File: src/rtl/pipeline_pkg.sv
// Shared pipeline types: in-flight writer entry, forwarding constants and
// the select-width helper used by the hazard/forwarding controller.
package pipeline_pkg;

    // Widest register index an entry can track; narrower indices are zero-extended.
    localparam int REG_AW_MAX = 8;

    localparam int FWD_RF = 0;

    typedef struct packed {
        logic                  valid;
        logic [REG_AW_MAX-1:0] rd;
        logic                  regwrite;
        logic                  is_load;
    } entry_t;

    function automatic int sel_width(input int depth);
        return $clog2(depth + 1);
    endfunction

endpackage

File: src/rtl/fwd_src_select.sv
// Youngest-match priority encoder for one source operand over the
// in-flight writer table; also flags a load that is not yet forwardable.
module fwd_src_select
    import pipeline_pkg::*;
#(
    parameter int DEPTH      = 2,
    parameter int REG_AW     = 5,
    parameter int LOAD_STAGE = 2,
    parameter int SW         = 2
) (
    input  entry_t [DEPTH:1]  tbl,
    input  logic              src_used,
    input  logic [REG_AW-1:0] rs,
    output logic [SW-1:0]     sel,
    output logic              load_hazard
);

    logic [REG_AW_MAX-1:0] rs_ext;
    logic                  found;

    assign rs_ext = REG_AW_MAX'(rs);

    always_comb begin
        sel         = SW'(FWD_RF);
        load_hazard = 1'b0;
        found       = 1'b0;
        for (int k = 1; k <= DEPTH; k++) begin
            if (!found && src_used && tbl[k].valid && tbl[k].regwrite &&
                (tbl[k].rd != '0) && (tbl[k].rd == rs_ext)) begin
                found       = 1'b1;
                sel         = SW'(k);
                load_hazard = tbl[k].is_load && (k < LOAD_STAGE);
            end
        end
    end

endmodule

File: src/rtl/hazard_fwd_ctrl.sv
// Hazard/forwarding controller: tracks producers issued into EX, raises the
// load-use stall and registers per-operand forwarding selects for EX.
module hazard_fwd_ctrl
    import pipeline_pkg::*;
#(
    parameter  int NSRC       = 2,
    parameter  int DEPTH      = 2,
    parameter  int REG_AW     = 5,
    parameter  int LOAD_STAGE = 2,
    localparam int SW         = sel_width(DEPTH)
) (
    input  logic                   clk,
    input  logic                   rst_n,
    input  logic                   hold,
    input  logic                   flush,
    input  logic                   id_valid,
    input  logic [REG_AW-1:0]      id_rd,
    input  logic                   id_regwrite,
    input  logic                   id_is_load,
    input  logic [NSRC-1:0]        id_src_used,
    input  logic [NSRC*REG_AW-1:0] id_rs,
    output logic                   stall,
    output logic [NSRC*SW-1:0]     fwd_sel,
    output logic [15:0]            stall_count
);

    entry_t [DEPTH:1]   st;
    entry_t             id_entry;
    logic [NSRC*SW-1:0] sel_next;
    logic [NSRC-1:0]    load_hz;
    logic               raw_stall;
    logic               enter;

    for (genvar i = 0; i < NSRC; i++) begin : g_src
        fwd_src_select #(
            .DEPTH      (DEPTH),
            .REG_AW     (REG_AW),
            .LOAD_STAGE (LOAD_STAGE),
            .SW         (SW)
        ) u_sel (
            .tbl         (st),
            .src_used    (id_src_used[i]),
            .rs          (id_rs[i*REG_AW +: REG_AW]),
            .sel         (sel_next[i*SW +: SW]),
            .load_hazard (load_hz[i])
        );
    end

    assign raw_stall = |load_hz;
    // Flush and hold both suppress the stall: a flushed instruction never
    // needs its operands, and a frozen pipeline cannot take the bubble.
    assign stall     = raw_stall & id_valid & ~flush & ~hold;
    assign enter     = id_valid & ~stall & ~flush;

    always_comb begin
        id_entry          = '0;
        id_entry.valid    = 1'b1;
        id_entry.rd       = REG_AW_MAX'(id_rd);
        id_entry.regwrite = id_regwrite;
        id_entry.is_load  = id_is_load;
    end

    always_ff @(posedge clk or negedge rst_n) begin
        if (!rst_n) begin
            st          <= '0;
            fwd_sel     <= '0;
            stall_count <= '0;
        end else if (!hold) begin
            for (int k = 2; k <= DEPTH; k++) begin
                st[k] <= st[k-1];
            end
            st[1]   <= enter ? id_entry : '0;
            fwd_sel <= enter ? sel_next : '0;
            if (stall && (stall_count != 16'hFFFF)) begin
                stall_count <= stall_count + 16'd1;
            end
        end
    end

endmodule

File: config.mk
export PLATFORM = sky130hd
export DESIGN_NAME = hazard_fwd_ctrl
export DESIGN_NICKNAME = d
export VERILOG_FILES = /design/src/rtl/pipeline_pkg.sv /design/src/rtl/fwd_src_select.sv /design/src/rtl/hazard_fwd_ctrl.sv
export SDC_FILE = /design/constraint.sdc
export NUM_CORES = 1
export LEC_CHECK = 0
export CAP_MARGIN = 20
export CORE_MARGIN = 4
export CORE_UTILIZATION = 45
export CTS_CLUSTER_SIZE = 12
export DETAILED_ROUTE_END_ITERATION = 10
export GPL_TIMING_DRIVEN = 0
export PLACE_DENSITY = 0.79
export SLEW_MARGIN = 20
export SYNTH_ARGS = -nofsm -noshare
export SYNTH_HDL_FRONTEND = slang
export SYNTH_SLANG_ARGS = --single-unit
File: constraint.sdc
create_clock -name clk -period 2.05 [get_ports clk]
set_clock_uncertainty 0.05 [all_clocks]
set_input_delay 0.205 -clock clk [delete_from_list [all_inputs] [get_ports clk]]
set_output_delay 0.205 -clock clk [all_outputs]
set_load 0.005 [all_outputs]
Word level (Yosys, flattened, before mapping)
Cells that the tools add are included.
{ "op_classes": {"div_mod_pow": 0, "eq_ne": 5, "reduce_logical": 25, "shift": 0, "addsub": 1, "n_mul": 0, "bitwise_logic": 8, "n_lt_le_gt_ge": 0, "n_mux": 12} }
{ "ops": {"columns": ["operator", "n"], "rows": [
  ["$eq 8x5->1", 4],
  ["$logic_and 1x1->1", 19],
  ["$add 16x1->16 const B", 1],
  ["$ne 16x16->1 const B", 1],
  ["$reduce_bool 8->1", 2],
  ["$mux 11", 1],
  ["$mux 1", 8],
  ["$and 1x1->1", 5],
  ["$mux 2", 2],
  ["$mux 4", 1],
  ["$not 1->1", 3],
  ["$logic_not 1->1", 2],
  ["$reduce_and 2->1", 1],
  ["$reduce_or 2->1", 1]
]} }
{ "word_totals": {"reg_bits": 41, "mem_bits_rw": 0, "romBits": 0, "latchBits": 0, "output_inout_bits": 21, "inputBits": 24, "mem_count": 0} }

Depth between registers and ports, before layout
{ "depth": {"depth_word": 20, "mapped_depth": 8, "ltp_nobuf": 6} }

Hierarchy
A second synthesis with hierarchy kept.
{ "hier_totals": {"hier_cells": 172, "area_unflattened_um2": 1979.4} }
{ "modules_own_cells": {"columns": ["mod", "n_inst", "cells_per_inst", "area_each_um2"], "rows": [
  ["hazard_fwd_ctrl", 1, 124, 1591.5],
  ["fwd_src_select", 2, 24, 193.9]
]} }

Worst setup path before layout
Ideal clock, no wire load.
{ "synth_path": {"path_kind": "register to register", "from": "register stall_count[0]", "to": "register stall_count[1]", "path_stages_with_launch": 7, "t_required_ps": 1873, "path_buffers": 0, "arrival_ps": 1789, "setup_ps": 127, "path_slack_ps": 84, "path_cell_list": "dfrtp_1 ha_1 nand3_1 nor4_2 nor2_2 nand2_2 mux2_1"} }
{ "synth_via": {"elab_chain_cells": 3, "word_cells_on_any_way": 4, "classes_between": "1 x add/sub; 1 x eq/ne; 2 x reduce/logical"} }
{ "synth_lines": {"columns": ["item", "line_no", "rtl"], "rows": [
  ["from (decl)", "hazard_fwd_ctrl.sv:24", "output logic [15:0] stall_count"],
  ["from (signal assigned)", "hazard_fwd_ctrl.sv:75", "stall_count <= stall_count + 16'd1;"],
  ["parallel branches: the longest is 3 deep, another holds $add 16x1->16", null, null]
]} }
Parallel ways; which one is timed is not known.
A chain may end at the register's enable or synchronous reset.

Worst setup path in the final report
{ "layout_path": {"from": "register st[2] (netlist bit)", "to": "output port stall"} }
{ "layout_via": {"elab_chain_cells": 15, "word_cells_on_any_way": 29, "classes_between": "2 x eq/ne; 6 x mux; 3 x bitwise; 18 x reduce/logical"} }
{ "layout_lines": {"columns": ["item", "line_no", "rtl"], "rows": [
  ["from (decl)", "hazard_fwd_ctrl.sv:27", "entry_t [DEPTH:1] st;"],
  ["from (signal, indexed assignment)", "hazard_fwd_ctrl.sv:70", "st[k] <= st[k-1];"],
  ["$reduce_bool 8->1", "fwd_src_select.sv:29", "(tbl[k].rd != '0) && (tbl[k].rd == rs_ext)) begin"],
  ["$logic_and 1x1->1", "fwd_src_select.sv:28", "if (!found && src_used && tbl[k].valid && tbl[k].regwrite &&"],
  ["$logic_and 1x1->1", "fwd_src_select.sv:29", null],
  ["$mux 1", "fwd_src_select.sv:28", null],
  ["$logic_not 1->1", "fwd_src_select.sv:28", null],
  ["$logic_and 1x1->1 (4 in a row)", "fwd_src_select.sv:28", null],
  ["$logic_and 1x1->1", "fwd_src_select.sv:29", null],
  ["$mux 1", "fwd_src_select.sv:28", null],
  ["$reduce_or 2->1 (*)", "hazard_fwd_ctrl.sv:49", "assign raw_stall = |load_hz;"],
  ["$and 1x1->1 (*) (3 in a row)", "hazard_fwd_ctrl.sv:52", "assign stall = raw_stall & id_valid & ~flush & ~hold;"],
  ["to (decl)", "hazard_fwd_ctrl.sv:22", "output logic stall,"]
]} }
Mark *: on every way between the ends. The rest lies on a longest branch, timed or not.

==> out/metrics.cfg <==
[setup_path]
path_depth = 6
crit_buf_inv = 3
r2r_start = st[2]
regToRegSetupSlack_ns = -0.06
required_ns = 1.79
critPathCaptureType = primary output
path_cells = buf_6 -> or4_4 -> o211ai_4 -> buf_6 -> nor2b_4 -> buf_2
slowest_delay_ns = 0.52
crit_family = simple AND/OR/NAND/NOR gates
r2r_cells = 7
arrival_ns = 1.89
crit_top_cell = buf_6
crit_path_top_delay_cell = or4_4
cp-start-kind = flip-flop
endpoint = stall
worstSetupPathType = reg -> out
crit_start = st[2]
timing.rr.end = stall_count[1]
path_max_fanout = 3

[place]
dpl.cell_count = 251
place.gp.congestion = 0.856
dpl_cell_area_um2 = 2410
io_buffer_count = 44
dp_hpwl_um = 3290

[floorplanning]
die_x_um = 72.8
fp.coreArea_um2 = 4030
rows = 23
die_h_um = 72.8
io_pins = 45
die_area_um2 = 5300
start_util = 0.469

[detailed_routing]
drt-initial-drc-count = 62
drt.antenna.violating_nets = 0
drt_first_pass_iters = 4
viasPerCell = 5.45
vias = 1552
drc_errors = 0
wl_per_cell_um = 17.5
drt_wl_total_um = 4980

[synthesis]
synth_top_area_share = 0.464
yosys.area_share.xor_xnor = 0.162
synth-simple-area-share = 0.199
yosys_warnings = 0
synthFlopType = dfrtp_1
synthesis.nets = 181
yosysUniqueCellTypes = 38
synth_top_family_by_area = simple AND/OR/NAND/NOR gates
synthCells = 156
avgSynthCellArea_um2 = 12.1
synth-compound-area-share = 0.103
synth_fa_ha_area_frac = 0.00662
synthMuxAreaShare = 0.0477
yosysSeqAreaShare = 0.464
synth-seq-cells = 35
netlist_area_um2 = 1890
yosysTopAreaCell = dfrtp_1
async_reset_ff_frac = 1.00
synthTopCellsByArea = dfrtp_1, xor2_1, xnor2_1
synth_edf_count = 0

[global_route]
grt_max_degree = 35
antenna_found_initial = 0
overflow = 0
grt_pass1_wl_um = 8330
grt_use_total = 0.205
first_global_vias = 1722

[cts]
cts_made_buffers = 5
cts_tree = done
htree_levels = 2
cts.root.buffer_cell = clkbuf_8
clock_latency_ns = 0.29
clk_pin_slew_ns = 0.07
cts_num_sinks = 35
clockBufferDepth = 2

[sta]
fin_crit_sh = 1.05
rsz0062_at_grt = true
setup_violations = 3
hold_slack_ns = 0.189
worst_pin_slew_ns = 0.563
period_needed_ns = 2.15
hold_violations = 0
drv_slew = 0
relSlewSlack = 0.622
fin_ws_ns = -0.0968
fmax_ghz = 0.466
finalSetupTns_ns = -0.178

[outcome]
violations = negative setup slack
status = finished with violations

[worst_hold_path]
hold_path_class = in -> async

[cells_and_area]
drive_gt1_frac = 0.332
antenna_cells_inserted = 0
area_growth_syn_to_layout_pct = 52.3
design_area_um2 = 2880
stdcell_count = 285
layout_common_cells = clkdlybuf4s50_1, dfrtp_1, buf_4
fin_nets = 259
layout_commonest_cell = clkdlybuf4s50_1

[pwr]
leakage_nw = 1.28
ir_drop_v = 0.000315
power_density_nw_per_um2 = 556
total_power_w = 0.00160

[flow_run]
drv_cap = 0

-- cells in the mapped netlist, drive strengths merged (4+ instances only) --
master  count
nand3      11
nor4        5
nand4      10
and3        5
xnor2      17
a22o        7
nand2       8
xor2       18
buf         4
o31ai       4
nor2        4
mux2        8
dfrtp      35
-- final cells by class --
class | instances | area [µm²]
fillers | 283 | 1150
multi-input cells | 116 | 1100
flip-flops and latches | 35 | 881
repair buffers | 72 | 694
clock buffers | 6 | 82.6
well taps | 50 | 62.6
clock inverters | 2 | 35.0
plain buffers | 4 | 23.8
-- per-stage QoR --
step,setup WS (ns),utilization
6_report,-0.0968,0.714
5_1_grt,-0.152,0.714
4_1_cts,-0.0878,0.678
3_5_place_dp,-0.660,0.598
3_3_place_gp,-0.652,0.594
2_1_floorplan,0.0836,-
-- worst register-to-register path: stages (launching register included) --
cell      delay [ns]
dfrtp_2         0.44
buf_6           0.13
or4_4           0.52
o211ai_4        0.24
buf_6           0.15
nor2_4          0.05
nand2_2         0.12
mux2_4          0.30
-- report_power, final --
part           leakage [nW]  switching (W)  internal, W  total [W]
clock network        0.0612       0.000246     0.000393   0.000639
registers             0.475      0.0000267     0.000711   0.000738
logic                 0.739      0.0000986     0.000124   0.000223
-- registers in the layout, summed over array words and instances, names as in the netlist --
name	count
stall_count	16
fwd_sel	4
st	15
-- layer usage --
| metal | global-route usage | vias to the layer above | part of all wire |
|---|---|---|---|
| met5 | 0 | - | 0 |
| met4 | 0.0758 | 0 | 0.011 |
| met3 | 0.0441 | 8 | 0.058 |
| met2 | 0.346 | 57 | 0.51 |
| met1 | 0.258 | 758 | 0.42 |
| li1 | - | 729 | - |
-- worst min path at each step --
stage	start	end	slack (ns)	cells past startpoint
floorplan	rst_n	fwd_sel[0]	-0.14	0
global route	rst_n	st[13]	0.18	2
global placement	fwd_sel[2]	fwd_sel[2]	0.42	2
detailed placement	rst_n	st[13]	-0.04	1
CTS	rst_n	st[13]	0.18	2
finish	rst_n	st[13]	0.19	2
-- kinds of logic (layout without fill, tap and decap cells) --
logic type / after synthesis / after routing
buffers and inverters: 5 / 84
AND/OR/NAND/NOR: 55 / 55
flip-flops: 35 / 35
adder cells (fa/ha/maj): 1 / 1
XOR/XNOR: 35 / 35
AO/OA/AOI/OAI: 17 / 17
multiplexers: 8 / 8
-- repair_timing --
item,CTS,global route
buffers inserted,19,9
hold endpoints to repair,35,0
setup endpoints to repair,4,19
pin swaps,13,26
hold buffers,1,0
resized for setup,16,21
Note: power is estimated with default switching activity, not from simulation.
